--- src/rtl/i2s_receiver.sv ---
// I2S receiver: synchronizes BCK/LRCK/SIN into in_clk, frames stereo slots and
// delivers {left, right} sample pairs over a valid/ready handshake.
module i2s_receiver #(
    parameter int unsigned WORD_BITS = 16,
    parameter int unsigned SLOT_BITS = 32,
    parameter int unsigned TIMEOUT   = 255
) (
    input  logic                   in_clk,
    input  logic                   rst_n,
    input  logic                   bck,
    input  logic                   lrck,
    input  logic                   sin,
    output logic [2*WORD_BITS-1:0] out_data,
    output logic                   out_valid,
    input  logic                   out_ready,
    output logic                   locked,
    output logic                   frame_err,
    output logic                   overrun
);
    localparam int unsigned CNT_W  = 6;
    localparam int unsigned IDLE_W = $clog2(TIMEOUT + 1);

    typedef enum logic [1:0] {
        HUNT  = 2'd0,
        LEFT  = 2'd1,
        RIGHT = 2'd2
    } state_e;

    state_e                 state_q, state_d;
    logic                   bck_meta_q, bck_sync_q, bck_prev_q;
    logic                   lrck_meta_q, lrck_sync_q;
    logic                   sin_meta_q, sin_sync_q;
    logic                   lr_prev_q;
    logic [CNT_W-1:0]       slot_q, slot_d, slot_inc_c;
    logic [IDLE_W-1:0]      idle_q, idle_d, idle_inc_c;
    logic [WORD_BITS-1:0]   left_sr_q, right_sr_q, left_q;
    logic [1:0]             good_q;
    logic                   locked_q, frame_err_q, overrun_q, out_valid_q;
    logic [2*WORD_BITS-1:0] out_data_q;

    logic rise_c, lr_chg_c, shift_c, timeout_c;
    logic good_edge_c, ferr_c, latch_c, done_c;

    // Bit-clock edge, slot counter and idle watchdog
    always_comb begin
        rise_c     = bck_sync_q & ~bck_prev_q;
        lr_chg_c   = rise_c && (lrck_sync_q != lr_prev_q);
        slot_inc_c = (slot_q == '1) ? slot_q : slot_q + CNT_W'(1);
        slot_d     = slot_q;
        if (rise_c) begin
            slot_d = lr_chg_c ? '0 : slot_inc_c;
        end
        shift_c    = rise_c && !lr_chg_c && (slot_inc_c <= CNT_W'(WORD_BITS));
        idle_inc_c = (idle_q == IDLE_W'(TIMEOUT)) ? idle_q : idle_q + IDLE_W'(1);
        idle_d     = rise_c ? '0 : idle_inc_c;
        timeout_c  = !rise_c && (idle_inc_c == IDLE_W'(TIMEOUT));
    end

    // Framing state machine: next state and per-rise events
    always_comb begin
        state_d     = state_q;
        ferr_c      = 1'b0;
        latch_c     = 1'b0;
        done_c      = 1'b0;
        good_edge_c = lr_chg_c && (slot_q == CNT_W'(SLOT_BITS - 1)) &&
                      (lrck_sync_q == (state_q == LEFT));
        if (timeout_c) begin
            state_d = HUNT;
        end else if (rise_c) begin
            case (state_q)
                HUNT: begin
                    if (lr_chg_c && !lrck_sync_q) begin
                        state_d = LEFT;
                    end
                end
                LEFT, RIGHT: begin
                    if (good_edge_c) begin
                        latch_c = (state_q == LEFT);
                        done_c  = (state_q == RIGHT);
                        state_d = (state_q == LEFT) ? RIGHT : LEFT;
                    end else if (lr_chg_c || (slot_q == CNT_W'(SLOT_BITS - 1))) begin
                        ferr_c  = 1'b1;
                        state_d = (lr_chg_c && !lrck_sync_q) ? LEFT : HUNT;
                    end
                end
                default: state_d = HUNT;
            endcase
        end
    end

    always_ff @(posedge in_clk or negedge rst_n) begin
        if (!rst_n) begin
            state_q <= HUNT;
        end else begin
            state_q <= state_d;
        end
    end

    always_ff @(posedge in_clk or negedge rst_n) begin
        if (!rst_n) begin
            bck_meta_q  <= 1'b0;
            bck_sync_q  <= 1'b0;
            bck_prev_q  <= 1'b0;
            lrck_meta_q <= 1'b0;
            lrck_sync_q <= 1'b0;
            sin_meta_q  <= 1'b0;
            sin_sync_q  <= 1'b0;
            lr_prev_q   <= 1'b0;
            slot_q      <= '0;
            idle_q      <= '0;
            left_sr_q   <= '0;
            right_sr_q  <= '0;
            left_q      <= '0;
            good_q      <= 2'd0;
            locked_q    <= 1'b0;
            frame_err_q <= 1'b0;
            overrun_q   <= 1'b0;
            out_valid_q <= 1'b0;
            out_data_q  <= '0;
        end else begin
            bck_meta_q  <= bck;
            bck_sync_q  <= bck_meta_q;
            bck_prev_q  <= bck_sync_q;
            lrck_meta_q <= lrck;
            lrck_sync_q <= lrck_meta_q;
            sin_meta_q  <= sin;
            sin_sync_q  <= sin_meta_q;
            slot_q      <= slot_d;
            idle_q      <= idle_d;
            frame_err_q <= ferr_c;
            overrun_q   <= 1'b0;
            if (rise_c) begin
                lr_prev_q <= lrck_sync_q;
            end
            if (shift_c) begin
                if (lrck_sync_q) begin
                    right_sr_q <= {right_sr_q[WORD_BITS-2:0], sin_sync_q};
                end else begin
                    left_sr_q <= {left_sr_q[WORD_BITS-2:0], sin_sync_q};
                end
            end
            if (latch_c) begin
                left_q <= left_sr_q;
            end
            // Lock needs two back-to-back good frames since the last loss
            if (ferr_c || timeout_c) begin
                good_q   <= 2'd0;
                locked_q <= 1'b0;
            end else if (done_c) begin
                if (good_q != 2'd2) begin
                    good_q <= good_q + 2'd1;
                end
                if (good_q != 2'd0) begin
                    locked_q <= 1'b1;
                end
            end
            // Single-entry output holding register; a frame with nowhere to go is dropped
            if (done_c) begin
                if (!out_valid_q || out_ready) begin
                    out_data_q  <= {left_q, right_sr_q};
                    out_valid_q <= 1'b1;
                end else begin
                    overrun_q <= 1'b1;
                end
            end else if (out_ready) begin
                out_valid_q <= 1'b0;
            end
        end
    end

    assign out_data  = out_data_q;
    assign out_valid = out_valid_q;
    assign locked    = locked_q;
    assign frame_err = frame_err_q;
    assign overrun   = overrun_q;

endmodule
--- config.mk ---
export PLATFORM = sky130hd
export DESIGN_NAME = i2s_receiver
export DESIGN_NICKNAME = d
export VERILOG_FILES = /design/src/rtl/i2s_receiver.sv
export SDC_FILE = /design/constraint.sdc
export NUM_CORES = 1
export LEC_CHECK = 0
export CAP_MARGIN = 30
export CORE_MARGIN = 2
export CORE_UTILIZATION = 54
export CTS_BUF_LIST = sky130_fd_sc_hd__clkbuf_8
export CTS_CLUSTER_DIAMETER = 80
export DETAILED_ROUTE_END_ITERATION = 10
export PLACE_DENSITY = 0.76
export SYNTH_ARGS = -nofsm -noshare
export SYNTH_HDL_FRONTEND = slang
export SYNTH_SLANG_ARGS = --single-unit
--- constraint.sdc ---
create_clock -name in_clk -period 3 [get_ports in_clk]
set_input_delay 0.6 -clock in_clk [delete_from_list [all_inputs] [get_ports in_clk]]
set_output_delay 0.6 -clock in_clk [all_outputs]
set_load 0.02 [all_outputs]
==> metrics.yaml, run 1 <==
status: "completed"
clk_latency_ns: 0.36
final_area_um2: 5300
ctsResizeCount: 0
start_util: 0.558
synth_cell_types: 50
routabilityCongestion: 0.826
worst_r2r_startpoint: "state_q[1]"
fin_util: 0.642
critPathLaunchType: "register"
n_antenna_cell: 0
place_inst: 472
reg2reg_depth: 7
finalCritPeriodShare: 0.809
yosysTopAreaCell: "dfrtp_1"
reg2reg_slack_ns: 0.57
drv_slew: 0
postCtsHoldBufs: 0
drt_wl_total_mm: 7.59
viasPerCell: 5.50
power.density_nw_per_um2: 527
design.die.area_um2: 9290
finalSetupTns_ns: 0
dp.final_hpwl_mm: 5.03
setup_viol: 0
synth_warnings: 0
synthToLayoutAreaGrowth_pct: 15.0
cp.arrival_ns: 2.68
yosys_most_used_dff: "dfrtp_1"
critPathKind: "register to register"
r2r-end: "out_data[21]"
drc: 0
grt_pass1_vias: 2790
rows: 33
synth_area_leaders: "dfrtp_1, mux2_2, mux2_4, ha_1, nor2_1"
p_leak_nw: 2.51
path_clk_slew_ns: 0.10
synth-seq-cells: 110
hold_viol: 0
max-cap-violations: 0
die_w_um: 96.4
antenna_found_initial: 0
core_area_um2: 8260
place_area_um2: 5130
drt_iter0_drc: 103
boundaryPins: 42
grt_max_degree: 57
syn_area_um2: 4610
finClkSkew_ns: 0.0122
port-buffer-count: 41
dr.pass1.iters: 4
max_freq_ghz: 0.412
post-cts-setup-buffer-count: 0
hp-class: "input pin to async pin"
cts.sinks: 110
drt-wirelength-per-cell_um: 15.6
syn-instance-count: 330
tritoncts: "built"
cts_buffers: 9
tightest_slew_ns: 0.694
synth_enable_flop_cells: 0
yosysTopAreaCellShare: 0.597
period_needed_ns: 2.43
stdcell_count: 488
syn_avg_cell_area_um2: 14.0
drive_gt1_frac: 0.287
final_common_cell: "dfrtp_1"
vias: 2683
cp.required_ns: 3.25
dieHeight_um: 96.4
crit_path_end_kind: "register"
final_cell_mix: "dfrtp_1, mux2_2, clkdlybuf4s50_1"
grt_overflow: 0
synth-seq-area-share: 0.597
nFillCells: 642
clk_path_buf_depth: 2
path_max_fanout: 16
postRouteAntennaNets: 0
rsz0062_at_grt: "no"
cts_root_buffer: "clkbuf_8"
vdd_drop_max_mv: 0.317
synthArstFlopShare: 1.00
grt_pass1_wl_mm: 13.1
syn_nets: 344
grt_usage: 0.185
num-nets-final: 392
timing.slew.headroom: 0.537
htree_levels: 3
[worst max-delay path by stage]
stage	start	to	slack (ns)	cells past startpoint
finish	state_q[1]	out_data[21]	0.57	7
global route	state_q[1]	out_data[29]	0.47	7
CTS	state_q[1]	out_data[21]	0.57	7
detailed placement	state_q[1]	out_data[21]	0.60	7
global placement	state_q[1]	out_data[18]	0.65	7
floorplan	slot_q[0]	left_sr_q[0]	0.72	6
[through the flow]
stage | hold WS (ns) | power [mW] | setup slack (ns)
3_5_place_dp | 0.337 | 2.02 | 0.599
2_1_floorplan | 0.304 | 1.91 | 0.716
5_1_grt | 0.316 | 2.93 | 0.472
6_report | 0.272 | 2.79 | 0.572
4_1_cts | 0.296 | 2.82 | 0.566
3_3_place_gp | 0.334 | 1.99 | 0.652
[registers in the layout (all words and copies together), names as in the netlist]
signal	cells
idle_q	8
left_q	16
bck_meta_q	1
good_q	2
sin_meta_q	1
frame_err	1
slot_q	6
lrck_sync_q	1
sin_sync_q	1
left_sr_q	16
locked	1
out_valid	1
lr_prev_q	1
overrun	1
bck_prev_q	1
state_q	2
bck_sync_q	1
lrck_meta_q	1
right_sr_q	16
out_data	32
[critical path: stages (launching register included)]
cell	delay, ns
dfrtp_1	0.41
inv_1	0.09
ha_1	0.21
or3b_2	0.46
a21bo_2	0.23
nor4b_4	0.23
buf_4	0.30
mux2_2	0.37
[kinds of logic (layout without fill, tap and decap cells)]
logic type | count (synthesis) | after routing | synth area share
muxes | 82 | 82 | 0.208
DFF | 110 | 110 | 0.597
AOI/OAI and AO/OA | 35 | 35 | 0.0478
adders and majority gates | 8 | 8 | 0.0217
buffers and inverters | 18 | 71 | 0.0244
xor gates and xnor gates | 7 | 7 | 0.0133
and+or+nand+nor | 70 | 70 | 0.0874
[cell usage after synthesis, types with 2 or more instances]
cell type  number
o21a_1          3
nor2b_1         4
inv_1           6
ha_1            8
a41oi_1         3
mux2_4         10
nand2_1        13
xnor2_1         6
dfrtp_1       110
buf_2           4
and2_1          3
nand2b_1        4
nor2_1         17
mux2i_1         2
nor3_1          5
and4b_1         2
a21oi_1        11
nand3b_1        3
mux2_2         69
o21ai_0         9
clkbuf_1        2
buf_6           2
buf_4           2
nand3_1         6
[power by group]
group,internal [mW],switching [mW]
logic,0.144,0.149
clock network,0.304,0.498
registers,1.59,0.108
[area by class of cell]
type / count / area, um^2 / share of cell area
Sequential cell: 110 / 2750 / 0.519
Multi-Input combinational cell: 202 / 1750 / 0.331
Timing Repair Buffer: 49 / 468 / 0.0883
Tap cell: 105 / 131 / 0.0248
Clock buffer: 9 / 124 / 0.0234
Clock inverter: 7 / 48.8 / 0.00921
Inverter: 6 / 22.5 / 0.00425
[per-layer routing]
| layer | wire [um] | part of all wire | track usage |
|---|---|---|---|
| met5 | 0 | 0 | 0 |
| met4 | 121 | 0.016 | 0.0716 |
| met3 | 228 | 0.030 | 0.0388 |
| met2 | 3590 | 0.47 | 0.293 |
| met1 | 3650 | 0.48 | 0.252 |
(Power assumes the default switching activity.)
==> run 2: changes to the inputs <==
PLACE_DENSITY = 0.79   (was 0.76)
clock period = 2.1 ns   (was 3 ns; I/O delays follow)
==> run 2 against run 1 <==
The flow now finishes with violations (negative setup slack). Sequential share of layout area is 5.9 points lower. First-iteration DRC count is 60% higher. Clock skew up 0.0072 ns. Clock power increased by 72%. Core utilization up 8.2 points. Critical path type unchanged. Highest routed layer unchanged.
==> metrics.yaml, run 2 (synthesis gave the netlist of run 1 again) <==
grt_overflow: 0
dr.pass1.iters: 4
start_util: 0.558
core_area_um2: 8260
stdcell_count: 518
route.met2.wl_mm: 4.82
postRouteAntennaNets: 0
cts.sinks: 110
die_w_um: 96.4
drt_wl_total_mm: 9.52
cp.required_ns: 2.35
finalCritPeriodShare: 1.07
drt_iter0_drc: 165
reg2reg_depth: 8
status: "finished with violations"
design.die.area_um2: 9290
final_cell_mix: "dfrtp_1, mux2_4, clkdlybuf4s50_1"
rsz0062_at_grt: "yes"
critPathLaunch: "state_q[1]"
grt_max_degree: 54
crit_path_end: "out_data[18]"
rows: 33
dieHeight_um: 96.4
vias: 2915
cts_buffers: 9
drt-wirelength-per-cell_um: 18.4
dp_slack_ns: -0.161
grt_pass1_wl_mm: 13.3
largest_reg_flops: 32
p_leak_nw: 2.79
grt_pass1_vias: 2848
path_max_fanout: 8
finalSetupTns_ns: -4.85
wl_met1_mm: 4.26
tightest_slew_ns: 0.530
finClkSkew_ns: 0.0194
tritoncts: "built"
clk_latency_ns: 0.37
drv_slew: 0
boundaryPins: 42
timing.slew.headroom: 0.646
viasPerCell: 5.63
hp-class: "input pin to async pin"
drive_gt1_frac: 0.383
num-nets-final: 422
vdd_drop_max_mv: 0.475
place_inst: 492
dp.final_hpwl_mm: 5.28
wl_met3_um: 279
hold_viol: 0
path_clk_slew_ns: 0.12
cts_root_buffer: "clkbuf_8"
setup_viol: 61
port-buffer-count: 41
violations: "negative setup slack"
critPathKind: "register to register"
period_needed_ns: 2.25
max-cap-violations: 0
routabilityCongestion: 0.829
crit_path_end_kind: "register"
worst_r2r_startpoint: "state_q[1]"
final_common_cell: "dfrtp_1"
synthToLayoutAreaGrowth_pct: 29.7
fin_util: 0.724
reg2reg_slack_ns: -0.15
r2r-end: "out_data[18]"
power.density_nw_per_um2: 745
clk_path_buf_depth: 2
maxUsedRoutingLayer: "met4"
antenna_found_initial: 0
cp.arrival_ns: 2.50
critPathLaunchType: "register"
fin_ws_ns: -0.150
drc: 0
htree_levels: 3
n_antenna_cell: 0
grt_usage: 0.186
max_freq_ghz: 0.444
[run 2: cell count changes in the layout (fill, tap and decap cells not counted), sizes merged]
cell,change
clkinv,+1
inv,-2
bufinv,+1
clkinvlp,-2
buf,+27
clkbuf,+5
[run 2: metrics by stage]
step                      hold WS, ns  power [mW]  instance area [um^2]
after floorplan                 0.124        2.74                  4650
after CTS                      0.0199        4.38                  5680
after global routing           0.0405        4.64                  5980
final                          0.0147        4.45                  5980
after detailed placement        0.336        2.97                  5340
after global placement          0.334        2.93                  5340
[run 2: worst max-delay path: stages, from the launching register on]
cell and delay, ns:
dfrtp_1 0.39, inv_2 0.07, ha_4 0.16, or3b_4 0.40, a21bo_4 0.23, nor4b_4 0.21
buf_6 0.18, buf_12 0.15, mux2_2 0.35
[run 2: worst min-delay path by stage]
stage | endpoint | start | slack, ns
finish | out_data[26] | rst_n | 0.01
floorplan | bck_meta_q | rst_n | 0.12
CTS | left_q[10] | rst_n | 0.02
detailed placement | sin_sync_q | sin_meta_q | 0.34
global route | left_q[11] | rst_n | 0.04
global placement | sin_sync_q | sin_meta_q | 0.33
[run 2: power by group]
| group | switching [mW] | leakage, nW | total [mW] | internal, mW |
|---|---|---|---|---|
| logic | 0.293 | 1.18 | 0.636 | 0.343 |
| registers | 0.163 | 1.50 | 2.44 | 2.28 |
| clock network | 0.735 | 0.115 | 1.38 | 0.642 |
[run 2: what timing repair did]
item / CTS / global route
gates resized for setup: 19 / 48
hold buffers: 0 / 0
pin swaps: 5 / 8
setup buffers: 3 / 3
cloned: 1 / 4
endpoints found under the setup margin: 64 / 67
hold endpoints to repair: 0 / 0
[run 2: final cells by class]
cell class,count,area [um^2]
sequential,110,2760
fill,524,2280
multi-input combinational,202,1990
timing repair buffer,79,848
clock buffer,11,151
tap,105,131
clock inverter,5,75.1
inverter,6,22.5
[run 2: layer usage]
layer  up-vias  global-route usage
met2        60               0.310
met5         -                   0
met4         0              0.0657
met3        16              0.0403
met1      1520               0.241
li1       1319                   -
